`config.mk`:
```
export PLATFORM = sky130hd
export DESIGN_NAME = ga_convergence_monitor
export DESIGN_NICKNAME = d
export VERILOG_FILES = /design/src/rtl/ga_convergence_monitor.sv
export SDC_FILE = /design/constraint.sdc
export NUM_CORES = 1
export LEC_CHECK = 0
export ABC_AREA = 1
export CAP_MARGIN = 20
export CORE_UTILIZATION = 50
export DETAILED_ROUTE_END_ITERATION = 8
export GPL_TIMING_DRIVEN = 0
export PLACE_DENSITY_LB_ADDON = 0.05
export SYNTH_ARGS = -nofsm -noshare
export SYNTH_HDL_FRONTEND = slang
export SYNTH_SLANG_ARGS = --single-unit
```
`constraint.sdc`:
```
create_clock -name clk -period 2.9 [get_ports clk]
set_input_delay 0.435 -clock clk [delete_from_list [all_inputs] [get_ports clk]]
set_output_delay 0.435 -clock clk [all_outputs]
set_load 0.01 [all_outputs]
```
`src/rtl/ga_convergence_monitor.sv`:
```
// Convergence monitor for the morphologic GA: counts fitness evaluations, tracks the
// best individual since arm and stops the run on target, stall, evaluation limit or abort.
module ga_convergence_monitor #(
  parameter int unsigned IndividualWidth   = 64,
  parameter int unsigned ErrorWidth        = 5,
  parameter int unsigned EvalCounterWidth  = 16,
  parameter int unsigned StallCounterWidth = 8,
  parameter int unsigned MaxEvaluations    = 1000,
  parameter int unsigned StallLimit        = 64,
  parameter int unsigned TargetError       = 0
) (
  input  logic                         clk,
  input  logic                         rst,
  input  logic                         arm,
  input  logic                         abort,
  input  logic                         cycle,
  input  logic [IndividualWidth-1:0]   bestIndividual,
  input  logic [ErrorWidth-1:0]        bestError,
  output logic                         running,
  output logic                         done,
  output logic                         doneStrobe,
  output logic [2:0]                   reason,
  output logic [IndividualWidth-1:0]   solution,
  output logic [ErrorWidth-1:0]        solutionError,
  output logic [EvalCounterWidth-1:0]  evalCount,
  output logic [StallCounterWidth-1:0] stallCount
);

  typedef enum logic [1:0] {
    IDLE = 2'd0,
    RUN  = 2'd1,
    DONE = 2'd2
  } stateType;

  typedef enum logic [2:0] {
    ReasonNone   = 3'd0,
    ReasonTarget = 3'd1,
    ReasonStall  = 3'd2,
    ReasonLimit  = 3'd3,
    ReasonAbort  = 3'd4
  } reasonType;

  localparam logic [ErrorWidth-1:0]        targetLevel = ErrorWidth'(TargetError);
  localparam logic [StallCounterWidth-1:0] stallLevel  = StallCounterWidth'(StallLimit);
  localparam logic [EvalCounterWidth-1:0]  evalLevel   = EvalCounterWidth'(MaxEvaluations);

  stateType  state;
  reasonType stopReason;
  logic      cyclePrev;
  logic      abortQ;
  logic      rise;

  assign rise = cycle & ~cyclePrev;

  // Stop conditions are evaluated on the registered counters, i.e. one clock after the
  // rise that updated them. abortQ delays abort by the same clock so a coinciding rise
  // is folded in first and can still win with a higher-priority reason.
  always_comb begin
    stopReason = ReasonNone;
    if (solutionError <= targetLevel) begin
      stopReason = ReasonTarget;
    end else if ((StallLimit != 0) && (stallCount >= stallLevel)) begin
      stopReason = ReasonStall;
    end else if ((MaxEvaluations != 0) && (evalCount >= evalLevel)) begin
      stopReason = ReasonLimit;
    end else if (abortQ) begin
      stopReason = ReasonAbort;
    end
  end

  always_ff @(posedge clk) begin
    if (rst) begin
      state         <= IDLE;
      cyclePrev     <= 1'b0;
      abortQ        <= 1'b0;
      running       <= 1'b0;
      done          <= 1'b0;
      doneStrobe    <= 1'b0;
      reason        <= '0;
      solution      <= '0;
      solutionError <= '0;
      evalCount     <= '0;
      stallCount    <= '0;
    end else begin
      cyclePrev  <= cycle;
      abortQ     <= abort && (state == RUN);
      doneStrobe <= 1'b0;
      case (state)
        IDLE, DONE: begin
          if (arm) begin
            state         <= RUN;
            running       <= 1'b1;
            done          <= 1'b0;
            reason        <= '0;
            solution      <= '0;
            solutionError <= '1;
            evalCount     <= '0;
            stallCount    <= '0;
          end
        end
        RUN: begin
          if (stopReason != ReasonNone) begin
            state      <= DONE;
            running    <= 1'b0;
            done       <= 1'b1;
            doneStrobe <= 1'b1;
            reason     <= stopReason;
          end else if (rise) begin
            if (evalCount != '1) begin
              evalCount <= evalCount + 1'b1;
            end
            if (bestError < solutionError) begin
              solution      <= bestIndividual;
              solutionError <= bestError;
              stallCount    <= '0;
            end else if (stallCount != '1) begin
              stallCount <= stallCount + 1'b1;
            end
          end
        end
        default: begin
          state   <= IDLE;
          running <= 1'b0;
          done    <= 1'b0;
        end
      endcase
    end
  end

endmodule

```
Word level (Yosys, flattened, before mapping)

Cells that the tools add are included.

Flip-flop bits (word level): 103
Input bits: 74
Output and inout port bits: 99
Logic and storage cells: 80

Add/subtract/negate cells: 2
$lt $le $gt $ge: 4
Equal/unequal tests: 11
Muxes and demuxes: 38
Bitwise operators: 3
Reductions and logical operators: 11

Operators by type and width:

| operator                                                            | count |
|---|---|
| 2-to-1 mux 64 bit                                                   | 4 |
| one-hot mux 64 bit (2 select lines)                                 | 1 |
| 2-to-1 mux 16 bit                                                   | 4 |
| 2-to-1 mux 8 bit                                                    | 5 |
| one-hot mux 16 bit (2 select lines)                                 | 1 |
| 2-to-1 mux 5 bit                                                    | 4 |
| 2-to-1 mux 3 bit                                                    | 6 |
| adder 16 x 1 -> 16 bit, second input constant                       | 1 |
| greater-or-equal comparator 16 x 10 -> 1 bit, second input constant | 1 |
| inequality test 16 bit, second input constant                       | 1 |
| one-hot mux 8 bit (2 select lines)                                  | 1 |
| AND reduction 5 bit                                                 | 3 |
| one-hot mux 5 bit (2 select lines)                                  | 1 |
| adder 8 x 1 -> 8 bit, second input constant                         | 1 |
| greater-or-equal comparator 8 x 7 -> 1 bit, second input constant   | 1 |
| inequality test 8 bit, second input constant                        | 1 |
| inequality test 2 x 1 -> 1 bit, second input constant               | 3 |
| inequality test 2 bit, second input constant                        | 3 |
| one-hot mux 3 bit (2 select lines)                                  | 1 |
| <= comparator 5 x 1 -> 1 bit, second input constant                 | 1 |
| less-than comparator 5 bit                                          | 1 |
| 2-to-1 mux 1 bit                                                    | 5 |
| 2-to-1 mux 2 bit                                                    | 2 |
| one-hot mux 1 bit (2 select lines)                                  | 2 |
| 13 further kinds                                                    | 15 |

Depth between registers and ports, before layout

Gate-level depths: netlist of run 1.

Word-level depth: 7
Mapped depth: 13
Gate-level depth less buffers: 11

Worst setup path after synthesis of run 1

No wires, ideal clock.

Path kind: input to register
From: input bestError[2]
To: register solutionError[0]
Setup time: 0.110 ns
Data arrival time: 1.846 ns
Data required time: 2.790 ns
Setup slack: 0.944 ns
Stages: 11
Path buffers: 2
Path through: ha_1 > nand2_1 > inv_1 > o21bai_1 > nand3_1 > nand2_1 > buf_2 > buf_1 > nand4_1 > nand2_1 > nor2_1

Word-level cells in the longest chain between the ends: 3

RTL lines:

| element                                  | line | text |
|---|---|---|
| start, declared                          | 18   | `input logic [ErrorWidth-1:0] bestError,` |
| less-than comparator 5 bit               | 112  | `if (bestError < solutionError) begin` |
| inequality test 2 x 1 -> 1 bit (no line) | -    |  |
| AND reduction 5 bit (no line)            | -    |  |
| end signal, assigned                     | 114  | `solutionError <= bestError;` |
| end, declared                            | 24   | `output logic [ErrorWidth-1:0] solutionError,` |

No other way between the ends.
A chain may end at the register's enable or synchronous reset.

Worst setup path after layout of run 1

From: input bestError[2]
To: register solution[62]

Word-level cells in the longest chain between the ends: 3

RTL lines:

| element                                  | line | text |
|---|---|---|
| less-than comparator 5 bit               | 112  |  |
| inequality test 2 x 1 -> 1 bit (no line) | -    |  |
| AND reduction 5 bit (no line)            | -    |  |
| end signal, assigned                     | 113  | `solution <= bestIndividual;` |
| end, declared                            | 23   | `output logic [IndividualWidth-1:0] solution,` |

No other way between the ends.

==> results of run 1 <==
## worst max-delay path by stage
stage,from,depth (start not counted),slack [ns],end
floorplan,bestError[2],11,0.94,solutionError[0]
global placement,bestError[2],12,0.05,solutionError[0]
detailed placement,bestError[2],12,-0.01,solution[54]
CTS,bestError[2],12,0.37,solution[54]
global route,bestError[2],12,0.18,solution[58]
finish,bestError[2],12,0.37,solution[62]
## power groups by stage
stage	Clock, W	Sequential, W	Combinational [W]
floorplan	0	0.00178	0.000757
detailed placement	0	0.00170	0.00145
global route	0.00103	0.00170	0.00164
finish	0.000957	0.00167	0.00146
CTS	0.000963	0.00167	0.00146
global placement	0	0.00170	0.00143
## final cells by class
type                    instances  area (um2)
flip-flops and latches        102        2042
multi-input cells             519        2333
fillers                       885        2649
inverters                     159       596.8
well taps                     133       166.4
clock buffers                   9       123.9
repair buffers                172        1722
clock inverters                 7       77.57
plain buffers                  52       244.0
## worst max-delay path, stage by stage
cell	delay, ns
clkdlybuf4s50_1	0.47
ha_1	0.33
nand2_1	0.08
inv_1	0.04
o21bai_1	0.12
nand3_1	0.09
nand2_1	0.23
buf_2	0.32
buf_1	0.40
nand4_1	0.15
nand2_1	0.10
nor2_1	0.04
## cells in the final DEF (no fill, tap or decap), drive strengths merged, types with 11 or more instances in the layout
| cell type | netlist | layout |
|---|---|---|
| inv | 159 | 163 |
| nor2 | 126 | 126 |
| a21oi | 16 | 16 |
| buf | 33 | 33 |
| nand3 | 20 | 20 |
| nand4 | 74 | 74 |
| o21ai | 11 | 11 |
| clkdlybuf4s50 | 0 | 172 |
| dfxtp | 102 | 102 |
| clkbuf | 19 | 28 |
| nand2 | 250 | 250 |
## cell families after synthesis
group / count (synthesis) / share of synthesized area, %
AND/OR/NAND/NOR: 475 / 38.76
buffers and inverters: 211 / 16.12
flip-flops: 102 / 39.15
AO/OA/AOI/OAI: 29 / 2.950
XOR/XNOR: 8 / 1.343
adder cells (fa/ha/maj): 7 / 1.679
## per-layer routing
metal	part of all wire [%]	vias to the layer above
li1	-	2880
met1	46	2407
met2	46	157
met3	6.3	18
met4	1.8	0
met5	0	-
## registers in the layout, indices dropped and copies added, names as in the netlist
name	count
done	1
state	1
abortQ	1
reason	3
doneStrobe	1
stallCount	8
solution	64
evalCount	16
solutionError	5
running	1
cyclePrev	1
## through the flow
stage / worst slack (ns) / instance area, um2 / instances / util (%) / TNS [ns]
floorplan: 0.9441 / 5216 / 832 / - / 0
global placement: 0.04716 / 7104 / 1137 / 71.37 / 0
detailed placement: -0.01132 / 7104 / 1137 / 71.37 / -0.01986
CTS: 0.3686 / 7306 / 1153 / 73.39 / 0
global route: 0.1820 / 7306 / 1153 / 73.39 / 0
finish: 0.3654 / 7306 / 1153 / 73.39 / 0
==> impl_results.md, run 1 <==
* CP Max Fanout at 10
* Fin crit period at 2.535 ns
* DRC viols at 0
* Crit. End Element: flip-flop
* Wire per inst at around 12 um
* Starting DRC count in detailed routing at 280
* TritonCTS sink count at about 100
* Cell-internal power at between 0.002 and 0.003 W
* CTS tree: built
* Postcts setup bufs at 0
* Share of cells above drive strength 1 at 5.294%
* Die ar. at 10,850 um2
* RSZ-0062 raised after global routing: false
* Post-synth EDFFs at 0
* Synth area leader: dfxtp_1
* Worst r2r path cells at 12
* Max Buffers Root-to-Sink at 2
* R2r setup slk at 0.52 ns
* Tcrit/Tclk final at 87.40%
* Seq/Total Area, Yosys at about two fifths
* VDD IR max at 0.3209 mV
* Port buffer count at 172
* WL final at 14,280 um
* Post-synthesis async set-or-reset flop share at 0%
* RD Place Congestion at 0.8653
* Hold EP: evalCount[14]
* Tot Pwr at about 0.0041 W
* Fin. Hold Viols at 0
* Post-CTS Hold Fix Bufs at 0
* I/O pin count at 173
* Hold Path Origin: evalCount[14]
* Busiest grt layer: met2
* Synth cell types at 24
* Synth top cells by count: nand2_1 (250), inv_1 (148), nor2_1 (125)
* Worst Tran Pin Value at roughly 0.6 ns
* Resized cells post-CTS at 0
* FP Rows at 36
* ANT cells at 0
* Antenna violations before repair at 0
* HP Class: reg -> reg
* Top cells by area, synth: dfxtp_1 (39%), nand2_1 (18%), inv_1 (11%), nor2_1 (9.0%), nand4_1 (8.9%)
* Max Slew Vio Count at 0
* Clock Tree Root: clkbuf_8
* Data required, critical path at about 3.2 ns
* Worst Setup Path Type: in -> reg
* Final setup fails at 0
* Startpoint types: input pin
* Switching pwr at 0.001432 W
* Setup Skew at 0.01362 ns
* Die Y-Extent at 104.1 um
* PwrDens at 559.9 nW/um2
* Initial core utilization at 52.40%
* Seq pwr share at between 40% and 50%
* Cts bufs inserted at 9
* Via/cell ratio at 4.737
* Ys flop type: dfxtp_1
* DP Wirelength at 10,150 um
* FF-to-FF End: solution[62]
* Share of power burned in the clock network at 23.4%
* H-tree depth at 3
* Largest net degree at the start of global routing at 19
* WP data arrival at 2.81 ns
* Clk_lat worst skew at 0.37 ns
* Mapped cell area at 5216 um2
* Leak pwr at 3.407 nW
* Gate power share at 35.7%
* Number of global-route vias before repair at 4,863
* Via count at 5,462
* Count leader, synth: nand2_1
* #FFs+latches synth at 102
* Slew margin rel. at roughly 60%
* Synth Net Count at 913
* Detailed Routing Iterations Pass 1 at 5
* Total grt overflow at 0
* Max-capacitance violation count at 0
* Sw Ratio at 35.01%
* GRT Resource Usage Total at 26.25%
* Area growth syn-to-layout at 40.06%
* Fmax at 394.5 MHz
* Met2 usage at 44.10%
* Run status: finished, final reports clean
* Clk slew on worst S/H paths at ~0.11 ns
* Die W at 104.1 um
* Antenna Violating Nets Remaining at 0
* Hold slack at 0.4587 ns
* Post-synth top area share at 39.15%
* First-pass GRT wire length at 23,090 um
* Yosys Warn Count at 0
* GRT met1 Usage at around 34%
* Nets at 1,096
* Routing usage on met3 at between 5 and 6%
* FF-to-FF Start: solutionError[2]
* Synth Instances at 832
* Hold path cells at 2
* Core box area at 9955 um2
* Mapped Avg Cell Area at 6.270 um2
(Power assumes the default switching activity.)
==> run 2, diff against run 1 <==
--- a/config.mk
+++ b/config.mk
@@ -8,6 +8,7 @@
 export ABC_AREA = 1
 export CAP_MARGIN = 20
 export CORE_UTILIZATION = 50
+export CTS_CLUSTER_DIAMETER = 100
 export DETAILED_ROUTE_END_ITERATION = 8
 export GPL_TIMING_DRIVEN = 0
 export PLACE_DENSITY_LB_ADDON = 0.05
==> results of run 2 <==
Same layout as run 1: the final DEF is identical, and so are final timing and power.
==> run 3, diff against run 2 <==
--- a/config.mk
+++ b/config.mk
@@ -7,9 +7,10 @@
 export LEC_CHECK = 0
 export ABC_AREA = 1
 export CAP_MARGIN = 20
-export CORE_UTILIZATION = 50
+export CORE_UTILIZATION = 55
 export CTS_CLUSTER_DIAMETER = 100
 export DETAILED_ROUTE_END_ITERATION = 8
+export DONT_BUFFER_PORTS = 1
 export GPL_TIMING_DRIVEN = 0
 export PLACE_DENSITY_LB_ADDON = 0.05
 export SYNTH_ARGS = -nofsm -noshare
==> run 3 against run 2 <==
First-iteration DRC count is 39% lower. Combinational power is 36% lower. Fmax is 3.6% higher. Critical path type is now reg -> reg.
==> impl_results.md, run 3 (synthesis results as in run 1) <==
* Run status: finished, final reports clean
* Cell-internal power at 0.002356 W (-11%)
* Startpoint types: flip-flop
* Most common cell on crit path: nand2_1
* GRT met1 Usage at 32.63% (-0.98 points)
* FP Rows at 35 (-2.8%)
* Antenna violations before repair at 0 (unchanged)
* Sw Ratio at 36.26% (+1.2 points)
* ANT cells at 0 (unchanged)
* Die W at 99.39 um (-4.6%)
* Fin crit period at 2.445 ns (-0.08909 ns)
* Max Slew Vio Count at 0 (unchanged)
* Most common cell after layout, fill and taps aside: nand2_1
* DRC viols at 0 (unchanged)
* FF-to-FF End: solutionError[0]
* VDD IR max at 0.2938 mV (-8.5%)
* Routing usage on met3 at 8.714% (+3.0 points)
* Fin. Hold Viols at 0 (unchanged)
* Starting DRC count in detailed routing at 171 (-39%)
* Worst path cell trace: inv_1 > ha_1 > nand2_1 > nor2_1 > o21ai_0 > nand3_1 > nand2_1 > buf_2 > buf_1 > nand4_1 > nand2_1 > nor2_1
* Design Area, Final at 5572 um2 (-24%)
* Via/cell ratio at 5.034 (+6.3%)
* Cts bufs inserted at 9 (unchanged)
* Slew margin rel. at 55.55% (-4.7 points)
* Largest net degree at the start of global routing at 18 (-1)
* Clock Tree Root: clkbuf_8
* RD Place Congestion at 0.8678 (+0.29%)
* CP top delay family: buffers and inverters
* FF-to-FF Start: solutionError[4]
* CP Buf/Inv Count at 3 (-1)
* Share of cells above drive strength 1 at 6.368% (+1.1 points)
* Setup TNS Final at 0 ns (unchanged)
* Antenna Violating Nets Remaining at 0 (unchanged)
* Max-capacitance violation count at 0 (unchanged)
* Placement Cell Area at 5355 um2 (-25%)
* Biggest regs: solution: 64 flops, evalCount: 16 flops, stallCount: 8 flops
* Hold EP: abortQ
* Switching pwr at 0.001340 W (-6.5%)
* Seq pwr share at 48.2% (+7.3 points)
* Clk_lat worst skew at 0.37 ns (about the same)
* WL final at 12,850 um (-10%)
* Die ar. at 9877 um2 (-8.9%)
* Worst Tran Pin Value at 0.6667 ns (+0.07032 ns)
* WP data arrival at 2.71 ns (-0.10 ns)
* Setup Skew at 0.01624 ns (+0.002618 ns)
* TritonCTS sink count at 102 (unchanged)
* Resized cells post-CTS at 0 (unchanged)
* Port buffer count at 0 (-100%)
* DP Wirelength at 9279 um (-8.6%)
* I/O pin count at 173 (unchanged)
* Core box area at 9196 um2 (-7.6%)
* R2r setup slk at 0.45 ns (-0.07 ns)
* HP Class: in -> reg
* Critical path's largest stage delay at 0.45 ns (-0.02 ns)
* Hold path cells at 2 (unchanged)
* Final setup fails at 0 (unchanged)
* Hold Path Origin: abort
* Most frequent cells in the layout: nand2_1 (250), inv_1 (148), nor2_1 (125)
* Number of global-route vias before repair at 4,546 (-6.5%)
* Share of power burned in the clock network at 26.3% (+2.9 points)
* Met2 usage at 43.91% (-0.18 points)
* Via count at 4,828 (-12%)
* Leak pwr at 2.782 nW (-18%)
* Detailed Routing Iterations Pass 1 at 5 (unchanged)
* CP Max Fanout at 10 (unchanged)
* First-pass GRT wire length at 20,960 um (-9.2%)
* GRT Resource Usage Total at 26.36% (+0.11 points)
* Die Y-Extent at 99.39 um (-4.6%)
* Biggest register: solution
* Nets at 924 (-16%)
* Data required, critical path at 3.16 ns (-0.02 ns)
* Area growth syn-to-layout at 6.812%
* PwrDens at 663.3 nW/um2 (+18%)
* H-tree depth at 3 (unchanged)
* Fmax at 408.9 MHz (+3.6%)
* Worst r2r path cells at 12 (unchanged)
* Total grt overflow at 0 (unchanged)
* Gate power share at 25.4% (-10 points)
* Tot Pwr at 0.003695 W (-9.7%)
* Busiest grt layer: met2
* Postcts setup bufs at 0 (unchanged)
* Crit. End Element: flip-flop
* Slowest-stage cell, CP: dfxtp_1
* Tcrit/Tclk final at 84.33% (-3.1 points)
* Largest register FFs at 64 (unchanged)
* CTS tree: built
* Clk slew on worst S/H paths at 0.10 ns (about the same)
* Wire per inst at 13.40 um (+8.2%)
* RSZ-0062 raised after global routing: false
* Worst Setup Path Type: reg -> reg
* Max Buffers Root-to-Sink at 2 (unchanged)
* Post-CTS Hold Fix Bufs at 0 (unchanged)
* Initial core utilization at 56.72% (+4.3 points)
-- run 3: changes by cell type in the layout (fill, tap and decap cells not counted), sizes merged --
cell and change:
clkbuf +2, clkinv +1, inv -2, clkdlybuf4s50 -172, clkinvlp -1
-- run 3: how the worst max path moves through the flow --
stage | from | end | slack, ns | cells after the start
final | solutionError[4] | solutionError[0] | 0.45 | 12
after global routing | solutionError[4] | solution[62] | 0.21 | 12
after CTS | solutionError[4] | solution[55] | 0.48 | 12
after detailed placement | solutionError[4] | solution[55] | 0.49 | 12
after global placement | solutionError[4] | solutionError[0] | 0.52 | 11
after floorplan | bestError[2] | solutionError[0] | 0.94 | 11
-- run 3: area by class of cell --
type | instances | area [um2]
plain buffers | 52 | 244.0
inverters | 159 | 596.8
fillers | 890 | 3625
well taps | 111 | 138.9
clock buffers | 11 | 151.4
flip-flops and latches | 102 | 2042
clock inverters | 5 | 65.06
multi-input cells | 519 | 2333
-- run 3: power groups by stage --
stage	sequential, W	clock (W)	combinational [W]
floorplan	0.00178	0	0.000757
finish	0.00178	0.000974	0.000939
global route	0.00180	0.00104	0.00111
detailed placement	0.00182	0	0.000934
global placement	0.00181	0	0.000906
CTS	0.00178	0.000992	0.000941
-- run 3: per-layer routing --
layer  vias to the layer above  share of wire [%]
met5                         -                  0
met4                         0                1.3
met3                        15                8.8
met2                       150                 46
met1                      2130                 44
li1                       2533                  -
-- run 3: metrics by stage --
stage / utilization, % / instances / hold WS, ns / setup slack, ns
6_report: 60.59 / 959 / 0.1689 / 0.4545
3_5_place_dp: 58.23 / 943 / 0.4898 / 0.4940
4_1_cts: 60.59 / 959 / 0.1592 / 0.4765
5_1_grt: 60.59 / 959 / 0.1527 / 0.2077
2_1_floorplan: - / 832 / 0.4735 / 0.9441
3_3_place_gp: 58.23 / 943 / 0.4891 / 0.5200
